===== config.mk =====
export PLATFORM = sky130hd
export DESIGN_NAME = memcache_key_packer
export DESIGN_NICKNAME = d
export VERILOG_FILES = /design/src/rtl/memcache_key_packer.sv
export SDC_FILE = /design/constraint.sdc
export NUM_CORES = 1
export LEC_CHECK = 0
export ABC_AREA = 1
export CORE_ASPECT_RATIO = 2
export CORE_MARGIN = 2
export CORE_UTILIZATION = 46
export DETAILED_ROUTE_END_ITERATION = 7
export PLACE_DENSITY = 0.7
export SETUP_SLACK_MARGIN = 0.02
export SYNTH_ARGS = -nofsm -noshare
export SYNTH_HDL_FRONTEND = slang
export SYNTH_SLANG_ARGS = --single-unit
export TNS_END_PERCENT = 20

===== constraint.sdc =====
create_clock -name CLK -period 3.2 [get_ports CLK]
set_input_delay 0.8 -clock CLK [delete_from_list [all_inputs] [get_ports CLK]]
set_output_delay 0.8 -clock CLK [all_outputs]
set_load 0.02 [all_outputs]

===== src/rtl/memcache_key_packer.sv =====
// memcache_key_packer
//
// Packs a memcache key, arriving one byte per beat from the request parser,
// into 12-byte little-endian blocks (k0/k1/k2) for the lookup3 hash pipeline.
// Each block carries the declared key length and the number of key bytes
// remaining from the block's first byte. Keys whose declared length is 0 or
// above MAXLEN are dropped. Keys whose byte count disagrees with the declared
// length are flagged with an err pulse.
//
// State table:
//   IDLE  | waiting for the first byte of a key
//   FILL  | accumulating key bytes into the current block
//   DRAIN | discarding bytes of a rejected or overlong key up to in_last
//
// Ports:
//   CLK, RST            clock; synchronous active-high reset
//   in_data/in_len      key byte; declared key length (sampled on first byte)
//   in_valid/in_last    byte valid; final byte of key
//   in_ready            byte accepted when in_valid && in_ready
//   out_k0/k1/k2        block words, byte 0 at out_k0[7:0]
//   out_len/out_rem     declared length; bytes remaining from block start
//   out_first/out_last  first / final block of key
//   out_valid/out_ready block handshake
//   err                 one-cycle pulse on a length violation
module memcache_key_packer #(
    parameter int MAXLEN = 250
) (
    input  logic        CLK,
    input  logic        RST,
    input  logic [7:0]  in_data,
    input  logic [7:0]  in_len,
    input  logic        in_valid,
    input  logic        in_last,
    output logic        in_ready,
    output logic [31:0] out_k0,
    output logic [31:0] out_k1,
    output logic [31:0] out_k2,
    output logic [7:0]  out_len,
    output logic [7:0]  out_rem,
    output logic        out_first,
    output logic        out_last,
    output logic        out_valid,
    input  logic        out_ready,
    output logic        err
);

    localparam logic [7:0] MAXLEN_B = 8'(MAXLEN);

    typedef enum logic [1:0] {
        IDLE  = 2'd0,
        FILL  = 2'd1,
        DRAIN = 2'd2
    } state_t;

    state_t      state, state_nx;

    logic [95:0] acc, acc_nx;
    logic [3:0]  idx;
    logic [7:0]  cnt, len, rem;
    logic        first;

    logic        take;
    logic        store;
    logic        err_nx;
    logic        from_idle;
    logic [3:0]  pos;
    logic [7:0]  cnt_nx, len_eff, rem_eff;
    logic        first_eff;
    logic        len_hit;
    logic        blk_close;
    logic        blk_last;

    always_ff @(posedge CLK) begin
        if (RST) state <= IDLE;
        else     state <= state_nx;
    end

    always_comb begin
        state_nx  = state;
        store     = 1'b0;
        err_nx    = 1'b0;

        // DRAIN never stalls: discarded bytes do not need the output register.
        in_ready  = (state == DRAIN) || !out_valid || out_ready;
        take      = in_valid && in_ready;

        // A first byte starts from a fresh block context taken from the header.
        from_idle = (state == IDLE);
        pos       = from_idle ? 4'd0 : idx;
        cnt_nx    = from_idle ? 8'd1 : cnt + 8'd1;
        len_eff   = from_idle ? in_len : len;
        rem_eff   = from_idle ? in_len : rem;
        first_eff = from_idle ? 1'b1 : first;

        acc_nx = from_idle ? 96'd0 : acc;
        for (int i = 0; i < 12; i++) begin
            if (pos == i[3:0]) acc_nx[i*8 +: 8] = in_data;
        end

        len_hit   = (cnt_nx == len_eff);
        blk_close = 1'b0;
        blk_last  = 1'b0;

        case (state)
            IDLE: begin
                if (take) begin
                    if (in_len == 8'd0 || in_len > MAXLEN_B) begin
                        err_nx = 1'b1;
                        if (!in_last) state_nx = DRAIN;
                    end else begin
                        store = 1'b1;
                    end
                end
            end
            FILL: begin
                if (take) store = 1'b1;
            end
            DRAIN: begin
                if (take && in_last) state_nx = IDLE;
            end
            default: state_nx = IDLE;
        endcase

        if (store) begin
            blk_close = (pos == 4'd11) || len_hit || in_last;
            blk_last  = len_hit || in_last;
            if (len_hit) begin
                // Declared length reached; any further bytes are an overrun.
                state_nx = in_last ? IDLE : DRAIN;
                err_nx   = !in_last;
            end else if (in_last) begin
                state_nx = IDLE;
                err_nx   = 1'b1;
            end else begin
                state_nx = FILL;
            end
        end
    end

    always_ff @(posedge CLK) begin
        if (RST) begin
            acc       <= '0;
            idx       <= '0;
            cnt       <= '0;
            len       <= '0;
            rem       <= '0;
            first     <= 1'b0;
            out_k0    <= '0;
            out_k1    <= '0;
            out_k2    <= '0;
            out_len   <= '0;
            out_rem   <= '0;
            out_first <= 1'b0;
            out_last  <= 1'b0;
            out_valid <= 1'b0;
            err       <= 1'b0;
        end else begin
            err <= err_nx;

            if (out_valid && out_ready) out_valid <= 1'b0;

            if (store) begin
                cnt <= cnt_nx;
                len <= len_eff;
                if (blk_close) begin
                    out_k0    <= acc_nx[31:0];
                    out_k1    <= acc_nx[63:32];
                    out_k2    <= acc_nx[95:64];
                    out_len   <= len_eff;
                    out_rem   <= rem_eff;
                    out_first <= first_eff;
                    out_last  <= blk_last;
                    out_valid <= 1'b1;
                    // rem may wrap after the final block; it is never read then.
                    rem       <= rem_eff - 8'd12;
                    first     <= 1'b0;
                    idx       <= 4'd0;
                    acc       <= '0;
                end else begin
                    acc   <= acc_nx;
                    idx   <= pos + 4'd1;
                    rem   <= rem_eff;
                    first <= first_eff;
                end
            end
        end
    end

endmodule


==> run metrics <==
I/O Buffers=137; final period utilization=92.4%; P_int=5110 uW; leak pwr=0.00453 uW; R2R Setup Slk=0.44 ns; largest net degree at the start of global routing=144; max incr delay on CP=0.65 ns; Hold Crit Class=reg -> reg; final number of setup-violating endpoints=0; initial core utilization=47.0%; Post-CTS Resized=0; Switch Pwr=2090 uW; initial antenna violation count=0; Die Wd=110 um; CP Capture Type=output pin; number of synthesized flops with an enable pin=0; count of cell types in the netlist=29; Seq/Total Area, Yosys=46.7%; Critical R2R Capture=out_len[1]; diodes inserted=0; CP max FO=2; combinational fraction of design power=16.8%; slew margin rel.=42.5%; Crit Path Category=in -> out; Seq pwr share=44.9%; status=finished, final reports clean; CTS tree=yes; Post-DP HPWL=19.2 mm; postcts setup bufs=0; drt pass-1 iters=5; Crit path buffers/inverters=3; final hold violations=0; Setup TNS Final=0 ns; Bufs on Longest Clock Path=3; nets=1591; CP Data Required Time=2.40 ns; Area Growth Syn to Fin=22.2%; clock sinks=243; mapped cell area=0.0104 sq mm; CP Data Arrival Time=2.16 ns; CP top delay family=buffers and inverters; MaxCap Viol Count=0; die height=217 um; asr flop ratio synth=0%; post-synth top area share=46.7%; post-DR vias/cell=5.49; Synthesized Nets=1513; Syn Area/Cell=7.01 sq um; Worst path slowest cell=clkdlybuf4s50_1; CP Capture Point=in_ready; first-pass GRT wire length=48.7 mm; CP Launch Type=input pin; Yosys reg bits=243; crit path from=out_ready; vias in the first global route=9576; RSZ-0062 raised after global routing=false; clock group share of total power=38.4%; critical path depth in cells=5; ys flop type=dfxtp_1; Worst-Skew Late Latency=0.53 ns; layout cell share with drive strength beyond 1=5.44%; DR iter-0 viols=693; total grt overflow=0; Net Sw Frac=29.0%; Final Max Tran Viols=0; Synth Warn #=0; Max Freq=338 MHz; worst-case reg-to-reg path depth=14; Synth area leaders=dfxtp_1, nand2_1, a21oi_1; DR DRC count=0; multi-input logic area=0.00482 sq mm; Storage cell area=0.00486 sq mm; total track usage=24.3%; Worst VDD drop=0.500 mV; clock root cell=clkbuf_16; Mapped Cells=1486; top-count cell post-synth=nand2_1; Site Rows=77; origin of the critical flop-to-flop path=state[1]; I/O pin count=138; Routed Antenna Nets=0; Tightest Pin Transition=0.862 ns; Detailed Route WL=30.1 mm; die area=0.0239 sq mm; cell mode on critical path=clkdlybuf4s50_1; final hold slack=0.459 ns; routability cong.=0.870; Vias=10200; htree depth=1; Final Critical Period=2.96 ns; CTS clk-pin slew, worst paths=0.07 ns; cts bufs inserted=23; fillcell total=2137; pwr/cell area=566 mW/mm^2; commonest cells in the netlist=nand2_1, dfxtp_1, a21oi_1; core area=0.0222 sq mm; WL per Instance=16.2 um; Post-CTS Hold Buffers=0; skew final=0.0200 ns; Yosys top cell by area=dfxtp_1; CP Cell Sequence=clkdlybuf4s50_1 -> inv_1 -> nand2_1 -> o21bai_1 -> clkdlybuf4s50_1
==> cell usage in the layout, fill, tap and decap left out, types with 3 or more instances in the layout <==
| cell type | n |
|---|---|
| nand2_1 | 398 |
| dfxtp_1 | 243 |
| a21oi_1 | 181 |
| o21ai_0 | 176 |
| nor2_1 | 142 |
| clkdlybuf4s50_1 | 136 |
| nand3_1 | 124 |
| inv_1 | 51 |
| clkbuf_16 | 23 |
| buf_4 | 21 |
| buf_12 | 10 |
| nand4_1 | 8 |
| ha_1 | 6 |
| a31oi_1 | 5 |
| nor3_1 | 5 |
| inv_2 | 5 |
| clkinv_2 | 5 |
| clkbuf_1 | 5 |
| nand2_4 | 4 |
| o21ai_1 | 3 |
| a211oi_1 | 3 |
| clkbuf_8 | 3 |
==> registers in the layout, indices dropped and copies added (netlist names), 2 cells and up <==
register	count
cnt	8
acc	96
state	2
out_len	8
out_k0	32
out_k1	32
len	8
out_rem	8
idx	4
rem	8
out_k2	32
==> power groups by stage <==
stage               Sequential, uW  Combinational, uW  Clock (uW)
floorplan                     3370                695           0
finish                        3230               1210        2760
global route                  3250               1320        2910
CTS                           3230               1210        2820
global placement              3300               1190           0
detailed placement            3300               1200           0
==> through the flow <==
stage / worst slack, ns / instances / total power [uW] / utilization (%) / area (sq um)
2_1_floorplan: 0.481 / 1486 / 4060 / - / 10400
5_1_grt: 0.180 / 1856 / 7480 / 57.4 / 12700
3_5_place_dp: 0.0942 / 1815 / 4500 / 54.0 / 12000
6_report: 0.243 / 1856 / 7200 / 57.4 / 12700
4_1_cts: 0.225 / 1856 / 7260 / 57.4 / 12700
3_3_place_gp: 0.0942 / 1815 / 4490 / 54.0 / 12000
==> tightest hold or removal path, cell delays in order, from the launching register on <==
cell     delay [ns]
dfxtp_1        0.30
inv_1          0.06
a21oi_1        0.06
==> per-layer routing <==
metal  vias up  wire (um)  global-route usage (%)
met5         -          0                       0
met4         0       1330                    12.0
met3        76       1320                    2.31
met2       275      15600                    43.8
met1      4792      11900                    28.7
li1       5039          -                       -
==> cell families (layout without fill, tap and decap cells) <==
group / count (synthesis) / after routing / synth area share, %
buf+inv: 173 / 267 / 7.24
xor+xnor: 2 / 2 / 0.168
flops: 243 / 243 / 46.7
compound gates: 373 / 373 / 18.2
fa+ha+maj: 6 / 6 / 0.721
simple gates: 689 / 689 / 27.0
==> worst min-delay path by stage <==
stage / depth (start not counted) / slack [ns] / from / endpoint
after detailed placement: 2 / 0.45 / len[5] / len[5]
after global placement: 2 / 0.45 / len[5] / len[5]
after CTS: 2 / 0.46 / len[5] / len[5]
after floorplan: 2 / 0.43 / len[5] / len[5]
after global routing: 2 / 0.48 / out_k0[24] / out_k0[24]
final: 2 / 0.46 / len[5] / len[5]
==> cell type report <==
class,instances,share of cell area (%)
multi-input cells,1070,37.9
well taps,276,2.71
inverters,58,1.74
flip-flops and latches,243,38.2
clock inverters,10,0.905
repair buffers,168,13.5
clock buffers,31,5.00
Power figures use the tool's default switching activity.
